==> src/rtl/core_pkg.sv <==
// Shared definitions for the multi-cycle core: opcodes, FSM states,
// instruction field positions and the immediate sign-extension helper.
package core_pkg;

  typedef enum logic [3:0] {
    OP_ADD  = 4'h0,
    OP_SUB  = 4'h1,
    OP_AND  = 4'h2,
    OP_OR   = 4'h3,
    OP_XOR  = 4'h4,
    OP_SLT  = 4'h5,
    OP_ADDI = 4'h6,
    OP_LW   = 4'h8,
    OP_SW   = 4'h9,
    OP_BEQ  = 4'hA,
    OP_BNE  = 4'hB,
    OP_HALT = 4'hF
  } opcode_t;

  typedef enum logic [2:0] {
    S_IDLE   = 3'd0,
    S_FETCH  = 3'd1,
    S_DECODE = 3'd2,
    S_EXEC   = 3'd3,
    S_MEM    = 3'd4,
    S_WB     = 3'd5,
    S_HALT   = 3'd6
  } state_t;

  localparam int OP_MSB  = 15;
  localparam int OP_LSB  = 12;
  localparam int RD_MSB  = 11;
  localparam int RD_LSB  = 9;
  localparam int RS1_MSB = 8;
  localparam int RS1_LSB = 6;
  localparam int RS2_MSB = 5;
  localparam int RS2_LSB = 3;
  localparam int IMM_MSB = 5;
  localparam int IMM_LSB = 0;

  // Widest supported XLEN is 32; callers truncate with a size cast.
  function automatic logic signed [31:0] sext6(input logic [5:0] f);
    return {{26{f[5]}}, f};
  endfunction

  function automatic logic writes_rd(input logic [3:0] op);
    case (op)
      OP_ADD, OP_SUB, OP_AND, OP_OR, OP_XOR, OP_SLT, OP_ADDI, OP_LW: return 1'b1;
      default: return 1'b0;
    endcase
  endfunction

endpackage

==> src/rtl/core_regfile.sv <==
// Register file: two asynchronous read ports, one synchronous write port,
// r0 hardwired to zero, synchronous active-low clear of every register.
module core_regfile
  import core_pkg::*;
#(
  parameter int XLEN = 16,
  parameter int NREG = 8
) (
  input  logic            clk,
  input  logic            rst_n,
  input  logic            we,
  input  logic [2:0]      waddr,
  input  logic [XLEN-1:0] wdata,
  input  logic [2:0]      raddr_a,
  input  logic [2:0]      raddr_b,
  output logic [XLEN-1:0] rdata_a,
  output logic [XLEN-1:0] rdata_b
);

  localparam int AW = (NREG > 1) ? $clog2(NREG) : 1;

  logic [XLEN-1:0] regs_q [NREG];
  logic [AW-1:0]   wa, ra, rb;

  // Upper index bits are dropped on purpose so small files alias.
  assign wa = waddr[AW-1:0];
  assign ra = raddr_a[AW-1:0];
  assign rb = raddr_b[AW-1:0];

  always_ff @(posedge clk) begin
    if (!rst_n) begin
      for (int i = 0; i < NREG; i++) regs_q[i] <= '0;
    end else if (we && (wa != '0)) begin
      regs_q[wa] <= wdata;
    end
  end

  assign rdata_a = (ra == '0) ? '0 : regs_q[ra];
  assign rdata_b = (rb == '0) ? '0 : regs_q[rb];

endmodule

==> src/rtl/multicycle_core.sv <==
// Multi-cycle core: FSM-sequenced fetch/decode/exec/mem/wb with free-run or
// single-step operation and a req/ready data-memory port.
module multicycle_core
  import core_pkg::*;
#(
  parameter int XLEN = 16,
  parameter int NREG = 8,
  parameter int PC_W = 8
) (
  input  logic            clk,
  input  logic            rst_n,
  input  logic            run,
  input  logic            step,
  output logic [PC_W-1:0] imem_addr,
  input  logic [15:0]     imem_data,
  output logic            dmem_req,
  output logic            dmem_we,
  output logic [XLEN-1:0] dmem_addr,
  output logic [XLEN-1:0] dmem_wdata,
  input  logic [XLEN-1:0] dmem_rdata,
  input  logic            dmem_ready,
  output logic            retire,
  output logic            halted,
  output logic            ovf,
  output logic [PC_W-1:0] dbg_pc,
  output logic [XLEN-1:0] dbg_wb_data
);

  state_t          state_q, state_d;
  logic            step_q;
  logic [PC_W-1:0] pc_q;
  logic [15:0]     ir_q;
  logic [XLEN-1:0] a_q, b_q, res_q, wb_q;
  logic            taken_q, ovf_q;

  logic [3:0]      op;
  logic [2:0]      f_rd, f_rs1, f_rs2;
  logic            is_branch;
  logic [2:0]      ra_a, ra_b;
  logic [XLEN-1:0] rdata_a, rdata_b;
  logic [XLEN-1:0] imm;
  logic [PC_W-1:0] off;
  logic [XLEN-1:0] sum, diff, addi;
  logic [XLEN-1:0] alu_res;
  logic            alu_ovf, br_taken, rf_we;

  assign op    = ir_q[OP_MSB:OP_LSB];
  assign f_rd  = ir_q[RD_MSB:RD_LSB];
  assign f_rs1 = ir_q[RS1_MSB:RS1_LSB];
  assign f_rs2 = ir_q[RS2_MSB:RS2_LSB];
  assign imm   = XLEN'(sext6(ir_q[IMM_MSB:IMM_LSB]));
  assign off   = PC_W'(sext6(ir_q[IMM_MSB:IMM_LSB]));

  // Branches and stores move their source registers into the rd slot.
  assign is_branch = (op == OP_BEQ) || (op == OP_BNE);
  assign ra_a = is_branch ? f_rd : f_rs1;
  assign ra_b = (op == OP_SW) ? f_rd : (is_branch ? f_rs1 : f_rs2);

  assign rf_we = (state_q == S_WB) && writes_rd(op);

  core_regfile #(.XLEN(XLEN), .NREG(NREG)) u_regfile (
    .clk     (clk),
    .rst_n   (rst_n),
    .we      (rf_we),
    .waddr   (f_rd),
    .wdata   (res_q),
    .raddr_a (ra_a),
    .raddr_b (ra_b),
    .rdata_a (rdata_a),
    .rdata_b (rdata_b)
  );

  assign sum  = a_q + b_q;
  assign diff = a_q - b_q;
  assign addi = a_q + imm;

  always_comb begin
    alu_res = '0;
    alu_ovf = 1'b0;
    case (op)
      OP_ADD: begin
        alu_res = sum;
        alu_ovf = (a_q[XLEN-1] == b_q[XLEN-1]) && (sum[XLEN-1] != a_q[XLEN-1]);
      end
      OP_SUB: begin
        alu_res = diff;
        alu_ovf = (a_q[XLEN-1] != b_q[XLEN-1]) && (diff[XLEN-1] != a_q[XLEN-1]);
      end
      OP_AND: alu_res = a_q & b_q;
      OP_OR:  alu_res = a_q | b_q;
      OP_XOR: alu_res = a_q ^ b_q;
      OP_SLT: alu_res = XLEN'($signed(a_q) < $signed(b_q));
      OP_ADDI: begin
        alu_res = addi;
        alu_ovf = (a_q[XLEN-1] == imm[XLEN-1]) && (addi[XLEN-1] != a_q[XLEN-1]);
      end
      OP_LW, OP_SW: alu_res = addi;
      default: alu_res = '0;
    endcase
  end

  assign br_taken = ((op == OP_BEQ) && (a_q == b_q)) ||
                    ((op == OP_BNE) && (a_q != b_q));

  always_comb begin
    state_d = state_q;
    unique case (state_q)
      S_IDLE:   if (run || (step && !step_q)) state_d = S_FETCH;
      S_FETCH:  state_d = S_DECODE;
      S_DECODE: state_d = S_EXEC;
      S_EXEC: begin
        if ((op == OP_LW) || (op == OP_SW)) state_d = S_MEM;
        else if (op == OP_HALT)             state_d = S_HALT;
        else                                state_d = S_WB;
      end
      S_MEM:    if (dmem_ready) state_d = S_WB;
      S_WB:     state_d = S_IDLE;
      S_HALT:   state_d = S_HALT;
      default:  state_d = S_IDLE;
    endcase
  end

  always_ff @(posedge clk) begin
    if (!rst_n) begin
      state_q <= S_IDLE;
      step_q  <= 1'b0;
      pc_q    <= '0;
      ir_q    <= '0;
      a_q     <= '0;
      b_q     <= '0;
      res_q   <= '0;
      wb_q    <= '0;
      taken_q <= 1'b0;
      ovf_q   <= 1'b0;
    end else begin
      state_q <= state_d;
      // Tracks step every cycle, so an edge seen outside IDLE is lost.
      step_q  <= step;
      case (state_q)
        S_FETCH:  ir_q <= imem_data;
        S_DECODE: begin
          a_q <= rdata_a;
          b_q <= rdata_b;
        end
        S_EXEC: begin
          res_q   <= alu_res;
          taken_q <= br_taken;
          if (alu_ovf) ovf_q <= 1'b1;
        end
        S_MEM: if (dmem_ready && (op == OP_LW)) res_q <= dmem_rdata;
        S_WB: begin
          pc_q <= taken_q ? (pc_q + PC_W'(1) + off) : (pc_q + PC_W'(1));
          if (writes_rd(op)) wb_q <= res_q;
        end
        default: ;
      endcase
    end
  end

  // Data port: dmem_req is the valid; a transfer completes in the first cycle
  // where dmem_req && dmem_ready. we/addr/wdata come from registers that do
  // not change in MEM, so they are stable for the whole request.
  assign dmem_req    = (state_q == S_MEM);
  assign dmem_we     = dmem_req && (op == OP_SW);
  assign dmem_addr   = res_q;
  assign dmem_wdata  = b_q;

  assign imem_addr   = pc_q;
  assign retire      = (state_q == S_WB);
  assign halted      = (state_q == S_HALT);
  assign ovf         = ovf_q;
  assign dbg_pc      = pc_q;
  assign dbg_wb_data = wb_q;

endmodule

==> config.mk <==
export PLATFORM = sky130hd
export DESIGN_NAME = multicycle_core
export DESIGN_NICKNAME = d
export VERILOG_FILES = /design/src/rtl/core_pkg.sv /design/src/rtl/core_regfile.sv /design/src/rtl/multicycle_core.sv
export SDC_FILE = /design/constraint.sdc
export NUM_CORES = 1
export LEC_CHECK = 0
export BUFFER_PORTS_ARGS = -buffer_cell sky130_fd_sc_hd__buf_2
export CORE_MARGIN = 2
export CORE_UTILIZATION = 35
export CTS_BUF_LIST = sky130_fd_sc_hd__clkbuf_2
export CTS_CLUSTER_SIZE = 8
export DETAILED_ROUTE_END_ITERATION = 7
export GPL_TIMING_DRIVEN = 0
export PLACE_DENSITY = 0.57
export REMOVE_ABC_BUFFERS = 1
export SLEW_MARGIN = 20
export SYNTH_ARGS = -nofsm -noshare
export SYNTH_HDL_FRONTEND = slang
export SYNTH_SLANG_ARGS = --single-unit
==> constraint.sdc <==
create_clock -name clk -period 3.3 [get_ports clk]
set_clock_uncertainty 0.2 [all_clocks]
set_input_delay 0.165 -clock clk [delete_from_list [all_inputs] [get_ports clk]]
set_output_delay 0.165 -clock clk [all_outputs]
set_load 0.01 [all_outputs]
## Word-level counts from Yosys, hierarchy flattened

Memories as Yosys holds them, arrays and structs flattened. A register that Yosys moved wholly into a read port is not among the register bits.
Index checks and enable logic that the tools add are counted.

| storage, ports and cells | value |
|---|---|
| input port bits | 37 |
| memory bits (read-only) | 32 |
| word-level logic and storage cells | 105 |
| memory bits (writable) | 128 |
| memories | 3 |
| bits in registers | 94 |
| output and inout bits | 69 |

| cells by class | value |
|---|---|
| bitwise operators | 3 |
| order comparisons | 1 |
| add/sub/neg operators | 5 |
| mux-type cells | 28 |
| reductions and logical operators | 27 |
| equal/unequal tests | 28 |

Memory list:

| name | words | bits a word | rd ports | clocked after Yosys merged registers in | wr ports | RTL line | RTL |
|---|---|---|---|---|---|---|---|
| u_regfile.regs_q | 8 | 16 | 2 | 0 | 8 | core_regfile.sv:22 | `logic [XLEN-1:0] regs_q [NREG];` |
| (name not given) | 16 | 1 | 1 | 1 | 0 | core_pkg.sv:47 | `case (op)` |
| (name not given) | 16 | 1 | 1 | 1 | 0 | core_pkg.sv:47 |  |

Operator list:

| operator | number |
|---|---|
| case mux 16 bit (7 select lines) | 1 |
| two-way mux 16 bit | 4 |
| adder 16 bit | 2 |
| case mux 16 bit (2 select lines) | 1 |
| == test 4 bit (second input constant) | 5 |
| two-way mux 3 bit | 6 |
| case mux 3 bit (6 select lines) | 1 |
| bitwise AND 16 bit | 1 |
| == test 16 bit | 1 |
| < comparator 16 bit | 1 |
| two-way mux 4 bit | 4 |
| != test 16 bit | 1 |
| OR 16 bit | 1 |
| OR reduction 16 bit | 1 |
| subtractor 16 bit | 1 |
| XOR 16 bit | 1 |
| == test 4 x 3 -> 1 bit (second input constant) | 3 |
| logical AND 1 bit | 10 |
| == test 3 bit (second input constant) | 3 |
| logical NOT 3 bit | 3 |
| adder 8 x 1 -> 8 bit (second input constant) | 1 |
| adder 8 bit | 1 |
| == test 4 x 2 -> 1 bit (second input constant) | 2 |
| two-way mux 8 bit | 1 |
| 17 further kinds | 36 |

## Depth between registers and ports, before layout

| logic depth | value |
|---|---|
| depth after elaboration | 8 |
| depth in mapped cells | 12 |

## Cells and area by module

From an unflattened synthesis, not the netlist that was laid out.

| unflattened totals | value |
|---|---|
| cell total of the unflattened synthesis | 1,481 |
| area, all modules | 14,141.1 um2 |

Modules (own cells, without submodules):

| module | instances | area an instance (um2) | cells an instance |
|---|---|---|---|
| multicycle_core | 1 | 7,457.2 | 1,012 |
| core_regfile | 1 | 6,683.9 | 469 |

## Worst setup path before layout

OpenSTA, ideal clock, no wires.

| timing | value |
|---|---|
| path kind | register to register |
| start | register pc_q[0], in the netlist dbg_pc[0] |
| end | register pc_q[7], in the netlist dbg_pc[7] |
| arrival | 2.594 ns |
| required time | 2.985 ns |
| setup time | 0.115 ns |
| buffers on the path | 0 |
| cell stages (with the launch flop) | 13 |
| slack | 0.391 ns |
| cells stage by stage | dfxtp_1 > ha_1 > nand3_1 > xnor2_1 > ha_1 > and3_1 > a221o_1 > o22ai_1 > mux2i_1 > xnor2_1 > nand2_1 > xnor2_1 > and2_1 |

| between the ends | value |
|---|---|
| cells in the longest elaborated chain, start to end | 3 |

RTL lines:

| what | RTL line | RTL |
|---|---|---|
| start: declaration | multicycle_core.sv:31 | `logic [PC_W-1:0] pc_q;` |
| start signal: assignment | multicycle_core.sv:152 | `pc_q <= taken_q ? (pc_q + PC_W'(1) + off) : (pc_q + PC_W'(1));` |
| adder 8 x 1 -> 8 bit (*) | multicycle_core.sv:152 |  |
| adder 8 bit | multicycle_core.sv:152 |  |
| two-way mux 8 bit (*) | multicycle_core.sv:152 |  |

Every way passes the cells marked *; elsewhere a longest branch is shown, timed or not.
A chain may end at the register's enable or synchronous reset.

## Worst setup path in the final report

| timing | value |
|---|---|
| start | register ir_q[15] |
| end | register a_q[15] |

| between the ends | value |
|---|---|
| cells in the longest elaborated chain, start to end | 5 |
| elaborated cells on any way between the ends | 7 |

RTL lines:

| what | RTL line | RTL |
|---|---|---|
| start: declaration | multicycle_core.sv:32 | `logic [15:0] ir_q;` |
| start signal: assignment | multicycle_core.sv:140 | `S_FETCH: ir_q <= imem_data;` |
| == test 4 bit | multicycle_core.sv:55 | `assign is_branch = (op == OP_BEQ) \|\| (op == OP_BNE);` |
| logical OR 1 bit (*) | multicycle_core.sv:55 |  |
| two-way mux 3 bit (*) | multicycle_core.sv:56 | `assign ra_a = is_branch ? f_rd : f_rs1;` |
| memory (8 x 16 bit) / logical NOT 3 bit (equally long branches) | -- |  |
| two-way mux 16 bit (*) | core_regfile.sv:38 | `assign rdata_a = (ra == '0) ? '0 : regs_q[ra];` |
| end signal: assignment | multicycle_core.sv:142 | `a_q <= rdata_a;` |
| end: declaration | multicycle_core.sv:33 | `logic [XLEN-1:0] a_q, b_q, res_q, wb_q;` |

Marks and branches as above.

==> metrics <==
CTS tree=done; largest net degree at the start of global routing=63; crit-path max cell delay=0.71 ns; Worst path top cell family by delay=flip-flops; nets=1763; worst-path cell chain=nor2b_4, nand2_4, mux2i_4, buf_16, nor2b_1, a211oi_1, a21oi_1, o211ai_1, a21oi_1; Crit path top cell by count=a21oi_1; min Tclk post-route=3.139 ns; Worst path depth=9; Final setup viols=0; H-tree depth=2; Unique masters post-synth=87; pre-CTS setup slack=-1.378 ns; Die W=201.6 um; Hold WS=0.09520 ns; crit path to=a_q[15]$_SDFFE_PN0P_; Peak VDD IR=0.0002055 V; Rows=72; initial antenna violation count=1; layout cell share with drive strength beyond 1=18.49%; status=finished, final reports clean; Synth Flop Type=edfxtp_1; ys async rst share=0%; Final Hold Fails=0; number of flops mapped to enable cells by yosys=112; post-detailed-routing wire length=42.78 mm; list of most frequent post-synthesis cells=201 x nand2_1, 126 x and2_1, 115 x a21oi_1; DR iter-0 viols=643; first-pass GRT wire length=67.07 mm; gate count of the mapped netlist=1472; Sequential Area=5271 um2; Pre-antenna DRT Iters=5; Crit. End Element=register; Ports=106; CTS sink cnt=207; worst-path fanout max=20; Final WS setup=0.1612 ns; critical path launch point type=register; Leak=6.200 nW; CORE AREA=38560 um2; Avg Inst Size Synth=9.281 um2; worst rel slew slack=30.55%; synth top area cells=edfxtp_1 25%, dfxtp_1 14%, ha_1 7.2%; mapped cell area=13660 um2; Slew @ Worst Pin=1.036 ns; worst-skew pair later-pin latency=1.00 ns; Post-Layout Cell Count=2206; Max Cap Viol=0; ANT nets after route=0; Multi-input gate area=7843 um2; Initial Util=35.43%; HP Class=primary input to register; flop and latch count out of synthesis=207; GRT Total Usage=21.09%; DIE AREA=40630 um2; crit path DAT=3.71 ns; Fill cells=3901; Port Buffer Count=105; WS Path Type=register to register; RSZ-0062 raised after global routing=false; Critical-path top delay cell=dfxtp_1; P&R area growth vs syn=18.77%; Synth warnings=0; Worst Path Buf+Inv=1; wire per inst=19.39 um; most common cell in the netlist=nand2_1; clk buf depth=3; via/cell ratio=5.359; DP Wirelength=29.96 mm; clk root buf=clkbuf_2; largest area contributor in the netlist=edfxtp_1; Worst Setup SP=ir_q[15]$_SDFFE_PN0N_; final core occ=42.09%; Worst-path clk slew=0.12 ns; PwrDens=424.4 nW/um2; residual DRC count=0; setup total negative slack=0 ns; Tcrit/Tclk final=95.11%; register area share after synthesis=38.54%; vias=11822; gr ovfl total=0; worst reg2reg setup slack=0.16 ns; reg2reg end=a_q[15]$_SDFFE_PN0P_; CTS Buf Count=59; final slew viol count=0; area share of the largest cell type after synthesis=24.62%; gpl congestion=0.9093; Post-Place Cells=2016; r2r startpoint=ir_q[15]$_SDFFE_PN0N_; die height=201.6 um; Worst Reg-to-Reg Cells=9; fmax=318.6 MHz; WP data required=3.87 ns; vias in the first global route=11721
-- stage by stage --
stage	area, um2	power (mW)
2_1_floorplan	13150	4.206
3_3_place_gp	14320	4.737
3_5_place_dp	14770	4.844
4_1_cts	16140	6.944
5_1_grt	16230	7.288
6_report	16230	6.886
-- cell families (layout without fill, tap and decap cells) --
logic type               count (synthesis)  in the layout  synth area share, %
AO/OA/AOI/OAI                          398            398                19.86
XOR/XNOR                                37             37                2.372
adder cells (fa/ha/maj)                 83             83                7.821
buffers and inverters                  161            375                5.394
flip-flops                             207            207                38.54
multiplexers                            76             77                7.226
other                                    0              1                    0
AND/OR/NAND/NOR                        510            510                18.79
-- cell usage in the layout, fill, tap and decap left out, types with 8 or more instances in the layout --
cell type	count
nor2_1	58
a211oi_1	39
ha_1	76
o22ai_1	21
xor2_1	12
a21o_1	14
o2bb2ai_1	15
or3_1	8
edfxtp_1	112
a31oi_1	12
nand2_1	201
and2_1	123
buf_4	13
inv_1	56
dlygate4sd3_1	78
nor2b_1	8
buf_2	104
o21ai_1	14
o21ai_0	50
xnor2_1	25
dfxtp_1	90
mux4_2	16
nand2b_1	13
nand3_1	27
clkbuf_2	90
a311oi_1	20
a21oi_1	115
o211ai_1	17
clkinv_1	11
mux2i_1	55
-- registers in the layout (all words and copies together), names as in the netlist, named ones only --
name and flops:
u_regfile.regs_q 112, a_q 16, dbg_wb_data 16, dmem_addr 16, dmem_wdata 16, ir_q 16, dbg_pc 8, state_q 3
ovf 1, step_q 1, taken_q 1
-- report_power, final --
part,internal (mW),leakage (nW),switching [mW]
logic,0.767,3.85,1.08
clock network,0.805,0.418,1.18
registers,2.83,1.93,0.228
total,4.40,6.20,2.49
-- worst min-delay path by stage --
stage	startpoint	to	slack [ns]	depth (start not counted)
floorplan	rst_n	dbg_pc[2]$_SDFFE_PN0P_	0.08	1
global route	rst_n	dmem_addr[8]$_SDFFE_PN0P_	0.02	4
finish	rst_n	dmem_addr[12]$_SDFFE_PN0P_	0.1	4
global placement	step	step_q$_SDFF_PN0_	0.20	3
CTS	dmem_ready	dmem_addr[0]$_SDFFE_PN0P_	0.04	5
detailed placement	step	step_q$_SDFF_PN0_	0.21	3
-- tightest hold or removal path, delay by kind of cell --
family / cells / cell delay [ns]
buf+inv: 2 / 0.85
compound gates: 2 / 0.24
-- repair_timing --
| action | CTS | global route |
|---|---|---|
| cloned | 1 | 0 |
| resized for setup | 14 | 9 |
| pin swaps | 1 | 2 |
| hold buffers | 78 | 0 |
| buffers inserted | 1 | 4 |
| hold endpoints to repair | 72 | 0 |
| endpoints found under the setup margin | 207 | 28 |
-- per-layer routing --
metal | routed length (um) | global-route usage [%]
met1 | 18770 | 27.04
met2 | 20430 | 34.84
met3 | 2167 | 3.304
met4 | 1413 | 9.953
met5 | 0 | 0
-- cell type report --
type                       instances  area share, %
multi-input combinational       1105          48.33
sequential                       207          32.49
timing repair buffer             210          10.44
tap                              518          3.994
clock buffer                      90          2.776
inverter                          60          1.403
clock inverter                    15         0.5552
antenna                            1        0.01542
(Power assumes the default switching activity.)
